**src/rtl/lift_ctrl_n.sv**
```systemverilog
// lift_ctrl_n: N-floor elevator controller, SCAN order, travel/door timers.
// Ports: clk, rst_n (sync, active-low), req_valid/req_floor (call intake),
//        floor/dout/door_open/arrive (car status), done, pending, req_err.
module lift_ctrl_n #(
    parameter int FLOORS     = 8,
    parameter int FLOOR_W    = 3,
    parameter int TRAVEL_CYC = 4,
    parameter int DOOR_CYC   = 3
) (
    input  logic               clk,
    input  logic               rst_n,
    input  logic               req_valid,
    input  logic [FLOOR_W-1:0] req_floor,
    output logic [FLOOR_W-1:0] floor,
    output logic [1:0]         dout,
    output logic               door_open,
    output logic               arrive,
    output logic               done,
    output logic [FLOORS-1:0]  pending,
    output logic               req_err
);

    localparam int TW = (TRAVEL_CYC > 1) ? $clog2(TRAVEL_CYC) : 1;
    localparam int DW = (DOOR_CYC > 1) ? $clog2(DOOR_CYC) : 1;

    localparam logic [TW-1:0] T_LOAD = TW'(TRAVEL_CYC - 1);
    localparam logic [DW-1:0] D_LOAD = DW'(DOOR_CYC - 1);

    localparam logic [FLOOR_W:0]  FLOORS_W = (FLOOR_W + 1)'(FLOORS);
    localparam logic [FLOORS-1:0] ONE      = FLOORS'(1);

    localparam logic [1:0] D_UP   = 2'b00;
    localparam logic [1:0] D_DOWN = 2'b01;
    localparam logic [1:0] D_STAY = 2'b10;

    typedef enum logic [1:0] {
        S_IDLE,
        S_MOVE,
        S_DOOR
    } state_t;

    state_t            state, state_n;
    logic              dir_up, dir_n;
    logic [FLOOR_W-1:0] floor_n, floor_arr;
    logic [TW-1:0]     travel_cnt, travel_n;
    logic [DW-1:0]     door_cnt, door_n;
    logic [FLOORS-1:0] set_mask, clr_mask, req_mask, merged;
    logic              req_ok, arrive_n;
    logic              calls_above, calls_below, hit, beyond;

    // Bit for floor f, floors strictly below f, floors strictly above f.
    function automatic logic [FLOORS-1:0] at_m(input logic [FLOOR_W-1:0] f);
        return ONE << f;
    endfunction

    function automatic logic [FLOORS-1:0] below_m(input logic [FLOOR_W-1:0] f);
        return (ONE << f) - ONE;
    endfunction

    function automatic logic [FLOORS-1:0] above_m(input logic [FLOOR_W-1:0] f);
        return ~((ONE << f) | ((ONE << f) - ONE));
    endfunction

    assign req_ok   = req_valid && ({1'b0, req_floor} < FLOORS_W);
    assign req_mask = req_ok ? at_m(req_floor) : '0;

    assign calls_above = |(pending & above_m(floor));
    assign calls_below = |(pending & below_m(floor));

    // Arrival decisions see this edge's request so a call for the floor
    // being reached is absorbed by the stop instead of lingering.
    assign floor_arr = dir_up ? floor + FLOOR_W'(1) : floor - FLOOR_W'(1);
    assign merged    = pending | req_mask;
    assign hit       = |(merged & at_m(floor_arr));
    assign beyond    = dir_up ? |(merged & above_m(floor_arr))
                              : |(merged & below_m(floor_arr));

    assign done = (state == S_IDLE) && (pending == '0);

    always_comb begin
        state_n  = state;
        dir_n    = dir_up;
        floor_n  = floor;
        travel_n = travel_cnt;
        door_n   = door_cnt;
        arrive_n = 1'b0;
        set_mask = req_mask;
        clr_mask = '0;
        unique case (state)
            S_IDLE: begin
                if (pending != '0) begin
                    if (|(pending & at_m(floor))) begin
                        clr_mask = at_m(floor);
                        state_n  = S_DOOR;
                        door_n   = D_LOAD;
                    end else begin
                        // Keep heading up while calls remain above.
                        dir_n    = calls_above && (dir_up || !calls_below);
                        state_n  = S_MOVE;
                        travel_n = T_LOAD;
                    end
                end
            end
            S_MOVE: begin
                if (travel_cnt == '0) begin
                    floor_n  = floor_arr;
                    arrive_n = 1'b1;
                    if (hit) begin
                        clr_mask = at_m(floor_arr);
                        state_n  = S_DOOR;
                        door_n   = D_LOAD;
                    end else if (beyond) begin
                        travel_n = T_LOAD;
                    end else begin
                        state_n = S_IDLE;
                    end
                end else begin
                    travel_n = travel_cnt - TW'(1);
                end
            end
            S_DOOR: begin
                if (req_ok && (req_floor == floor)) begin
                    // Call for the open floor just holds the door.
                    set_mask = '0;
                    door_n   = D_LOAD;
                end else if (door_cnt == '0) begin
                    state_n = S_IDLE;
                end else begin
                    door_n = door_cnt - DW'(1);
                end
            end
            default: begin
                state_n = S_IDLE;
            end
        endcase
    end

    always_ff @(posedge clk) begin
        if (!rst_n) begin
            state      <= S_IDLE;
            dir_up     <= 1'b1;
            floor      <= '0;
            pending    <= '0;
            travel_cnt <= '0;
            door_cnt   <= '0;
            dout       <= D_STAY;
            door_open  <= 1'b0;
            arrive     <= 1'b0;
            req_err    <= 1'b0;
        end else begin
            state      <= state_n;
            dir_up     <= dir_n;
            floor      <= floor_n;
            pending    <= (pending | set_mask) & ~clr_mask;
            travel_cnt <= travel_n;
            door_cnt   <= door_n;
            dout       <= (state_n == S_MOVE) ? (dir_n ? D_UP : D_DOWN)
                                              : D_STAY;
            door_open  <= (state_n == S_DOOR);
            arrive     <= arrive_n;
            req_err    <= req_valid && !req_ok;
        end
    end

    floor_range_a: assert property (
        @(posedge clk) disable iff (!rst_n) ({1'b0, floor} < FLOORS_W)
    );

endmodule

```
**config.mk**
```make
export PLATFORM = sky130hd
export DESIGN_NAME = lift_ctrl_n
export DESIGN_NICKNAME = d
export VERILOG_FILES = /design/src/rtl/lift_ctrl_n.sv
export SDC_FILE = /design/constraint.sdc
export NUM_CORES = 1
export LEC_CHECK = 0
export BUFFER_PORTS_ARGS = -buffer_cell sky130_fd_sc_hd__buf_2
export CAP_MARGIN = 5
export CORE_MARGIN = 1.5
export CORE_UTILIZATION = 63
export DETAILED_ROUTE_END_ITERATION = 10
export GPL_TIMING_DRIVEN = 0
export PLACE_DENSITY = 0.95
export RECOVER_POWER = 50
export REMOVE_ABC_BUFFERS = 1
export SETUP_SLACK_MARGIN = 0.15
export SLEW_MARGIN = 10
export SYNTH_ARGS = -nofsm -noshare
export SYNTH_HDL_FRONTEND = slang
export SYNTH_SLANG_ARGS = --single-unit
```
**constraint.sdc**
```tcl
create_clock -name clk -period 5.9 [get_ports clk]
set_input_delay 1.77 -clock clk [delete_from_list [all_inputs] [get_ports clk]]
set_output_delay 1.77 -clock clk [all_outputs]
set_load 0.005 [all_outputs]
```
==> Word-level counts from Yosys, hierarchy flattened <==
Index checks and enable logic that the tools add are counted.
{ "word_totals": {"wordCells": 104, "register_bits": 22, "out_inout_bits": 17} }
{ "classes": {"n_mux": 36, "n_reduce_logical": 23, "n_eq_ne": 13, "add_sub_neg": 6, "bitwise": 14, "n_shift": 3} }
{ "op_table": {"columns": ["operator", "n"], "rows": [
  ["$and A8 B8 Y8", 7],
  ["$mux W8", 7],
  ["$reduce_or A8 Y1", 6],
  ["$mux W2", 18],
  ["$or A8 B8 Y8", 4],
  ["$not A8 Y8", 3],
  ["$shl A1 B3 Y8 const A", 3],
  ["$pmux W8 S2", 1],
  ["$sub A8 B1 Y8 const B", 2],
  ["$pmux W2 S3", 2],
  ["$ne A3 B3 Y1 const B", 3],
  ["$logic_not A8 Y1", 1],
  ["$reduce_bool A8 Y1", 1],
  ["$logic_not A2 Y1", 3],
  ["$mux W1", 6],
  ["$ne A2 B2 Y1 const B", 3],
  ["$reduce_and A2 Y1", 3],
  ["$reduce_and A6 Y1", 1],
  ["$reduce_and A5 Y1", 1],
  ["$eq A2 B1 Y1 const B", 2],
  ["$eq A2 B2 Y1 const B", 2],
  ["$ne A2 B1 Y1 const B", 2],
  ["$pmux W2 S2", 1],
  ["$sub A2 B1 Y2 const B", 2],
  ["9 further kinds", 11]
]} }

==> Longest topological paths before layout <==
Gate-level depths: netlist of the first run.
{ "depth": {"word_depth": 15, "mapped_depth": 13, "mapped_depth_nobuf": 13} }

==> Worst setup path after synthesis of the first run <==
No wires, ideal clock.
{ "synth_timing": {"path_kind": "input-to-reg", "startpoint": "input port req_floor[1]", "endpoint": "register travel_cnt[1]", "setup_time_ps": 88, "t_arrival_ps": 3359, "required_ps": 5812, "cell_stages": 7, "n_path_buf": 1, "path_slack_ps": 2453, "path_cell_list": "clkbuf_1 -> nor4bb_1 -> or2_2 -> o2bb2ai_1 -> a2111o_1 -> a31o_4 -> a311oi_2"} }
{ "synth_via": {"elab_chain_len": 8, "elab_cells_between_ends": 13, "classes_between": "eq/ne: 2; shift: 1; mux: 2; bitwise: 4; reduce/logical: 4"} }
{ "synth_lines": {"columns": ["item", "line_no", "rtl"], "rows": [
  ["start: declaration", "13", "input logic [FLOOR_W-1:0] req_floor,"],
  ["$shl A1 B3 Y8 *", "53", "return ONE << f;"],
  ["$mux W8 *", "65", "assign req_mask = req_ok ? at_m(req_floor) : '0;"],
  ["$or A8 B8 Y8 *", "73", "assign merged = pending | req_mask;"],
  ["$and A8 B8 Y8, on equally long branches", "76, 75", null],
  ["$reduce_or A8 Y1, on equally long branches", "76, 75", null],
  ["$mux W1", "75", "assign beyond = dir_up ? |(merged & above_m(floor_arr))"],
  ["$ne A3 B3 Y1 (no line)", null, null],
  ["$reduce_and A5 Y1 (no line) *", null, null],
  ["end signal: assignment", "155", "travel_cnt <= travel_n;"],
  ["end: declaration", "45", "logic [TW-1:0] travel_cnt, travel_n;"]
]} }
Every way passes the cells marked *; elsewhere a longest branch is shown, timed or not.
A chain may end at the register's enable or synchronous reset.

==> Final worst setup path of the first run <==
{ "layout_timing": {"startpoint": "register floor[1]", "endpoint": "register travel_cnt[1]"} }
{ "layout_via": {"elab_chain_len": 11, "elab_cells_between_ends": 21, "classes_between": "add/sub: 3; eq/ne: 3; shift: 2; mux: 2; bitwise: 6; reduce/logical: 5"} }
{ "layout_lines": {"columns": ["item", "line_no", "rtl"], "rows": [
  ["start: declaration", "14", "output logic [FLOOR_W-1:0] floor,"],
  ["start signal: assignment", "153", "floor <= floor_n;"],
  ["$sub A3 B1 Y3 / $add A3 B1 Y3 (equally long branches)", "72", "assign floor_arr = dir_up ? floor + FLOOR_W'(1) : floor - FLOOR_W'(1);"],
  ["$mux W3", "72", null],
  ["$shl A1 B3 Y8", "53, 57, 61", null],
  ["$sub A8 B1 Y8", "57, 61", null],
  ["$or A8 B8 Y8", "61", "return ~((ONE << f) | ((ONE << f) - ONE));"],
  ["$not A8 Y8", "61", null],
  ["$and A8 B8 Y8", "75", null],
  ["$reduce_or A8 Y1", "75", null],
  ["$mux W1", "75", null],
  ["$ne A3 B3 Y1 (no line)", null, null],
  ["$reduce_and A5 Y1 (no line) *", null, null]
]} }
Marked as above.

==> run summary, run 1 <==
vias per cell = 6.75
CP max FO = 18
Placer Congestion = 0.978
unrepaired setup endpoints after global routing = false
Starting Density = 65.9%
Worst-path clk slew = 130 ps
sequential area share after synthesis = 22.1%
clock period minus worst slack = 3810 ps
status = complete, no violations
Root Driver = clkbuf_4
postcts setup bufs = 0
fmax = 0.263 GHz
filler cell count = 233
grt ovf = 0
startpoint types = flip-flop
Main synth FF type = dfxtp_1
HPWL after DPL = 3980 µm
vias in the first global route = 1888
commonest non-fill, non-tap cell in the layout = nand2_1
Slew Viols, Final = 0
internal power = 374 µW
TritonCTS clock tree = built
die height = 59.3 µm
1st-iter DRT viols = 262
Die X-Extent = 59.3 µm
Final Hold Viols = 0
CTS Buffer Depth = 2
combinational share of power = 51.3%
number of synthesized register bits = 22
Worst Tran Pin Value = 888 ps
diode count = 0
synth top area cells = dfxtp_1 (22%), ha_1 (14%), nand2_1 (5.1%)
core region area = 3030 µm²
Slew HR = 40.4%
hold_buf cts = 0
WP data required = 6110 ps
WL met1 = 2220 µm
Post-Syn Instances = 243
Synth Cell Area = 2000 µm²
Final Non-Filler Cells = 299
NetSw = 281 µW
Seq pwr share = 30.6%
post-CTS resize count = 0
num ports = 23
Synth top area share = 22.1%
Post-DRT Antenna Nets = 0
Mean Syn Cell Area = 8.21 µm²
worst clock skew = 5.82 ps
max layer used = met4
Critical Path End Type = flip-flop
Post-synth EDFFs = 0
share of cells above drive strength 1 = 13.3%
DRT Pass-1 Iters = 5
static leakage = 0.000866 µW
die footprint = 3510 µm²
all-layer global routing usage = 34.1%
distinct cell type count after synthesis = 59
worst hold margin = 477 ps
Async S/R FF share, synth = 0%
Routed met2 length = 2520 µm
Max Cap Violations = 0
worst min path class = flip-flop to flip-flop
Setup TNS Final = 0 ps
largest net degree at the start of global routing = 20
Max VDD drop = 125 µV
FP Rows = 20
# clock sinks = 22
kind of critical path = flip-flop to flip-flop
per-cell routed wire length = 18.2 µm
Layout area overhead = 7.15%
Final Cycle Share = 64.6%
register area = 440 µm²
final number of setup-violating endpoints = 0
drt total wl = 5430 µm
residual DRC count = 0
switch share = 42.9%
largest area contributor in the netlist = dfxtp_1
Num CTS Buffers = 3
Met3 Wirelength = 439 µm
port bufs = 21
Post-Place Cells = 295
crit path DAT = 4020 ps
most frequent cells in the layout = nand2_1 (27), ha_1 (23), dfxtp_1 (22)
PD cells = 306 nW/µm²
clock network power share = 18.0%
Multi-input gate area = 1440 µm²
Final #Nets = 286
Clk Latency, worst-skew pair = 320 ps
vias = 2018
initial antenna violation count = 0
Syn. warnings = 0
global-route wire length before repair = 9130 µm
H-Tree Level Count = 1
-- Yosys cell counts (all sizes together) (5+ instances only) --
library cell and number:
xnor2 5, buf 8, nand2 28, clkbuf 5, a21oi 6, inv 14, nand2b 7, nor2b 8
dfxtp 22, ha 23, nor2 11, o21ai 16, nand3 8, nor3 5
-- worst max-delay path, stage by stage, from the launching register on --
cell and delay [ps]:
dfxtp_1 560, fa_1 540, xor2_2 210, xnor2_1 730
o21ai_0 210, nand4_1 150, ha_1 230, o21ai_0 80
nand4_1 150, a2111o_1 370, a311oi_1 410, a311oi_2 80
-- power by group through the flow --
stage,logic [µW],registers (µW),clock network (µW)
after floorplan,240,195,0
after global placement,309,201,0
after detailed placement,328,202,0
after CTS,332,199,119
after global routing,377,203,125
final,336,200,118
-- sequential cells by signal, indices dropped and copies added, names as in the netlist --
register / count
arrive: 1
travel_cnt: 2
pending: 8
floor: 3
dout: 2
door_open: 1
dir_up: 1
state: 2
door_cnt: 2
-- area by class of cell --
class	instances	area share, %
clock inverter	1	1.40
inverter	15	2.63
multi-input combinational	193	67.2
sequential	22	20.6
timing repair buffer	21	4.51
tap	44	2.57
clock buffer	3	1.05
-- stage by stage --
step / total power (µW) / setup WS (ps) / instance area, µm² / utilization, %
finish: 654 / 2090 / 2140 / 70.6
global route: 705 / 1860 / 2140 / 70.6
CTS: 649 / 2140 / 2150 / 70.9
detailed placement: 530 / 2180 / 2090 / 69.2
global placement: 510 / 2290 / 2090 / 69.2
floorplan: 435 / 2620 / 1930 / -
-- layer usage --
layer	up-vias	global-route usage [%]
met2	117	55.3
li1	927	-
met5	-	0
met1	943	42.3
met3	31	6.11
met4	0	19.5
-- cells by family (layout without fill, tap and decap cells) --
group | Yosys count | after routing | synth area share [%]
AND/OR/NAND/NOR | 91 | 91 | 24.3
AO/OA/AOI/OAI | 64 | 64 | 23.9
buffers and inverters | 28 | 40 | 5.89
adder cells (fa/ha/maj) | 24 | 24 | 15.4
flip-flops | 22 | 22 | 22.1
XOR/XNOR | 7 | 7 | 3.82
multiplexers | 6 | 6 | 4.39
other | 1 | 1 | 0.188
-- path summary, 6_finish.rpt --
check / from / endpoint / slack [ps] / cells past startpoint
worst max-delay path: floor[1] / travel_cnt[1] / 2090 / 11
worst min-delay path: door_cnt[0] / door_cnt[0] / 480 / 2
worst max register to register: floor[1] / travel_cnt[1] / 2090 / 11
worst min register to register: door_cnt[0] / door_cnt[0] / 480 / 2
(Power assumes the default switching activity.)
==> inputs of run 2 (changes only) <==
ABC_AREA = 1   (was unset)
CORE_UTILIZATION = 53   (was 63)
PLACE_DENSITY = 0.88   (was 0.95)
clock period = 3.17 ns   (was 5.9 ns; I/O delays follow)
==> run 2 against run 1 <==
Compared with the run above: first-iteration DRC count down 5.0%; non-clock buffer count rose by 7; register-to-register slack worse by 1800 ps; synthesized area grew 6.1%; clock power increased by 81%; die area grew 25%; largest power group unchanged; highest routed layer unchanged.
==> run summary, run 2 <==
R2R Path Start = floor[1]
Hold Crit Depth = 2
Async S/R FF share, synth = 0%
Pwr Total = 1670 µW
synth top area cells = dfxtp_1 (21%), nand2_1 (17%), ha_1 (14%)
post-synthesis adder-cell area fraction = 14.5%
FP Rows = 22
Biggest register = pending
Multi-input gate area = 1430 µm²
CP max FO = 8
Clk Latency, worst-skew pair = 270 ps
port bufs = 21
share of cells above drive strength 1 = 18.1%
biggest regs = pending: 8 flops, floor: 3 flops
Post-DRT Antenna Nets = 0
Num CTS Buffers = 3
Max Cap Violations = 0
number of synthesized register bits = 22
drt total wl = 5560 µm
Synth top area share = 20.8%
vias in the first global route = 2084
commonest cells in the synthesized netlist = nand2_1 (94), inv_1 (42), nor2_1 (42)
worst min path class = flip-flop to flip-flop
count leader, synth = nand2_1
register area = 447 µm²
# clock sinks = 22
DRT Pass-1 Iters = 5
Synth Area in XOR/XNOR = 0.414%
grt ovf = 0
final worst slack = 334 ps
cell mode on critical path = nand2_1
Worst Path Buf+Inv = 4
final number of setup-violating endpoints = 0
CTS Buffer Depth = 2
simple-gate portion of the synthesized area = 41.7%
GR Util met3 = 3.75%
Main synth FF type = dfxtp_1
Root Driver = clkbuf_8
residual DRC count = 0
Setup TNS Final = 0 ps
Starting Density = 56.6%
Hold EP = door_cnt[0]
clock period minus worst slack = 2840 ps
Final Hold Viols = 0
startpoint types = flip-flop
WP data required = 3340 ps
unrepaired setup endpoints after global routing = false
slowest CP cell = dfxtp_1
number of flip-flops in the largest register = 8
R2R depth = 21
largest net degree at the start of global routing = 19
Mean Syn Cell Area = 6.40 µm²
Post-synth EDFFs = 0
Setup WS pre-CTS = -158 ps
1st-iter DRT viols = 249
sequential area share after synthesis = 20.8%
status = complete, no violations
Worst-path clk slew = 90 ps
Placer Congestion = 0.968
mux contribution to synthesized area = 0%
worst clock skew = 3.41 ps
vias = 2281
worst path cell trace = fa_2 > inv_1 > nand2_1 > nand2_2 > nand2_4 > nand2_4 > buf_4 > nor2_1 > inv_1 > nand4_1 > ha_1 > nand2_1 > nand2_1 > nor2_1 > nand3_1 > nand2_1 > inv_1 > nand2_1 > nand2_2 > nor2_1 > nor2_1
crit path DAT = 3010 ps
Final Cycle Share = 89.5%
Synth Area in Compound Gates = 9.46%
initial antenna violation count = 0
Synth Cell Area = 2120 µm²
per-cell routed wire length = 13.8 µm
global-route wire length before repair = 8940 µm
HPWL after DPL = 4080 µm
Slew HR = 44.7%
static leakage = 0.00117 µW
worst hold margin = 488 ps
filler cell count = 351
Final #Nets = 385
H-Tree Level Count = 1
Post-Syn Instances = 331
family with the most delay on the worst path = simple AND/OR/NAND/NOR gates
Max VDD drop = 370 µV
die footprint = 4380 µm²
most frequent cells in the layout = nand2_1 (92), inv_1 (42), nor2_1 (42)
distinct cell type count after synthesis = 40
core region area = 3740 µm²
busiest layer in global routing = met2
r2r setup slk = 330 ps
reg2reg end = travel_cnt[1]
Layout area overhead = 10.5%
commonest non-fill, non-tap cell in the layout = nand2_1
TritonCTS clock tree = built
all-layer global routing usage = 25.9%
CP max stage delay = 390 ps
hold path startpoint = door_cnt[0]
Worst Tran Pin Value = 830 ps
Critical Path End Type = flip-flop
largest family of logic cells by synthesized area = simple AND/OR/NAND/NOR gates
die height = 66.2 µm
fmax = 0.353 GHz
PD cells = 716 nW/µm²
Slew Viols, Final = 0
grt met2 use = 46.1%
Final Util = 62.5%
met1 GRT Util = 32.1%
hold_buf cts = 0
Die X-Extent = 66.2 µm
Syn. warnings = 0
num ports = 23
vias per cell = 5.67
largest area contributor in the netlist = dfxtp_1
kind of critical path = flip-flop to flip-flop
diode count = 0
[run 2: changes by cell type after synthesis, sizes merged, moves of 9 or more]
cell,before,now
nand2,28,103
nor2,11,46
nand3,8,23
inv,14,49
o21ai,16,7
nand4,4,13
[run 2: where the power goes]
part	switching, µW	internal [µW]
clock	102	111
combinational	663	410
sequential	57.4	331
total	822	852
[run 2: kinds of logic after synthesis]
logic type,count (synthesis)
AND/OR/NAND/NOR,192
buffers and inverters,59
AO/OA/AOI/OAI,32
adder cells (fa/ha/maj),24
flip-flops,22
XOR/XNOR,1
other,1
[run 2: metal layers]
layer | vias to the layer above | part of all wire, %
met3 | 16 | 7.4
met1 | 1043 | 42
met5 | - | 0
met2 | 111 | 48
li1 | 1111 | -
met4 | 0 | 2.3
[run 2: timing repair]
item,4_1_cts,5_1_grt
setup buffers,2,5
gates resized for setup,5,9
pin swaps,1,2
setup endpoints to repair,5,6
[run 2: worst min-delay path, stage by stage (launching register included)]
cell and delay (ps):
dfxtp_1 320, nor2_1 90, nor2_1 50
[run 2: cell type report]
cell class	instances	share of cell area (%)
clock buffers	4	2.35
inverters	50	8.24
multi-input cells	250	61.3
flip-flops and latches	22	19.1
well taps	48	2.57
repair buffers	28	6.47
[run 2: per-stage QoR]
step / cells / cell area, µm²
detailed placement: 391 / 2200
floorplan: 322 / 2030
global placement: 391 / 2200
finish: 402 / 2340
CTS: 397 / 2280
global route: 402 / 2340
[run 2: worst max path at each step]
stage	startpoint	end	cells after the start
2_1_floorplan	floor[1]	travel_cnt[0]	21
3_3_place_gp	floor[1]	travel_cnt[0]	20
3_5_place_dp	floor[1]	travel_cnt[1]	20
4_1_cts	floor[0]	travel_cnt[1]	21
5_1_grt	dir_up	dout[0]	22
6_report	floor[1]	travel_cnt[1]	21
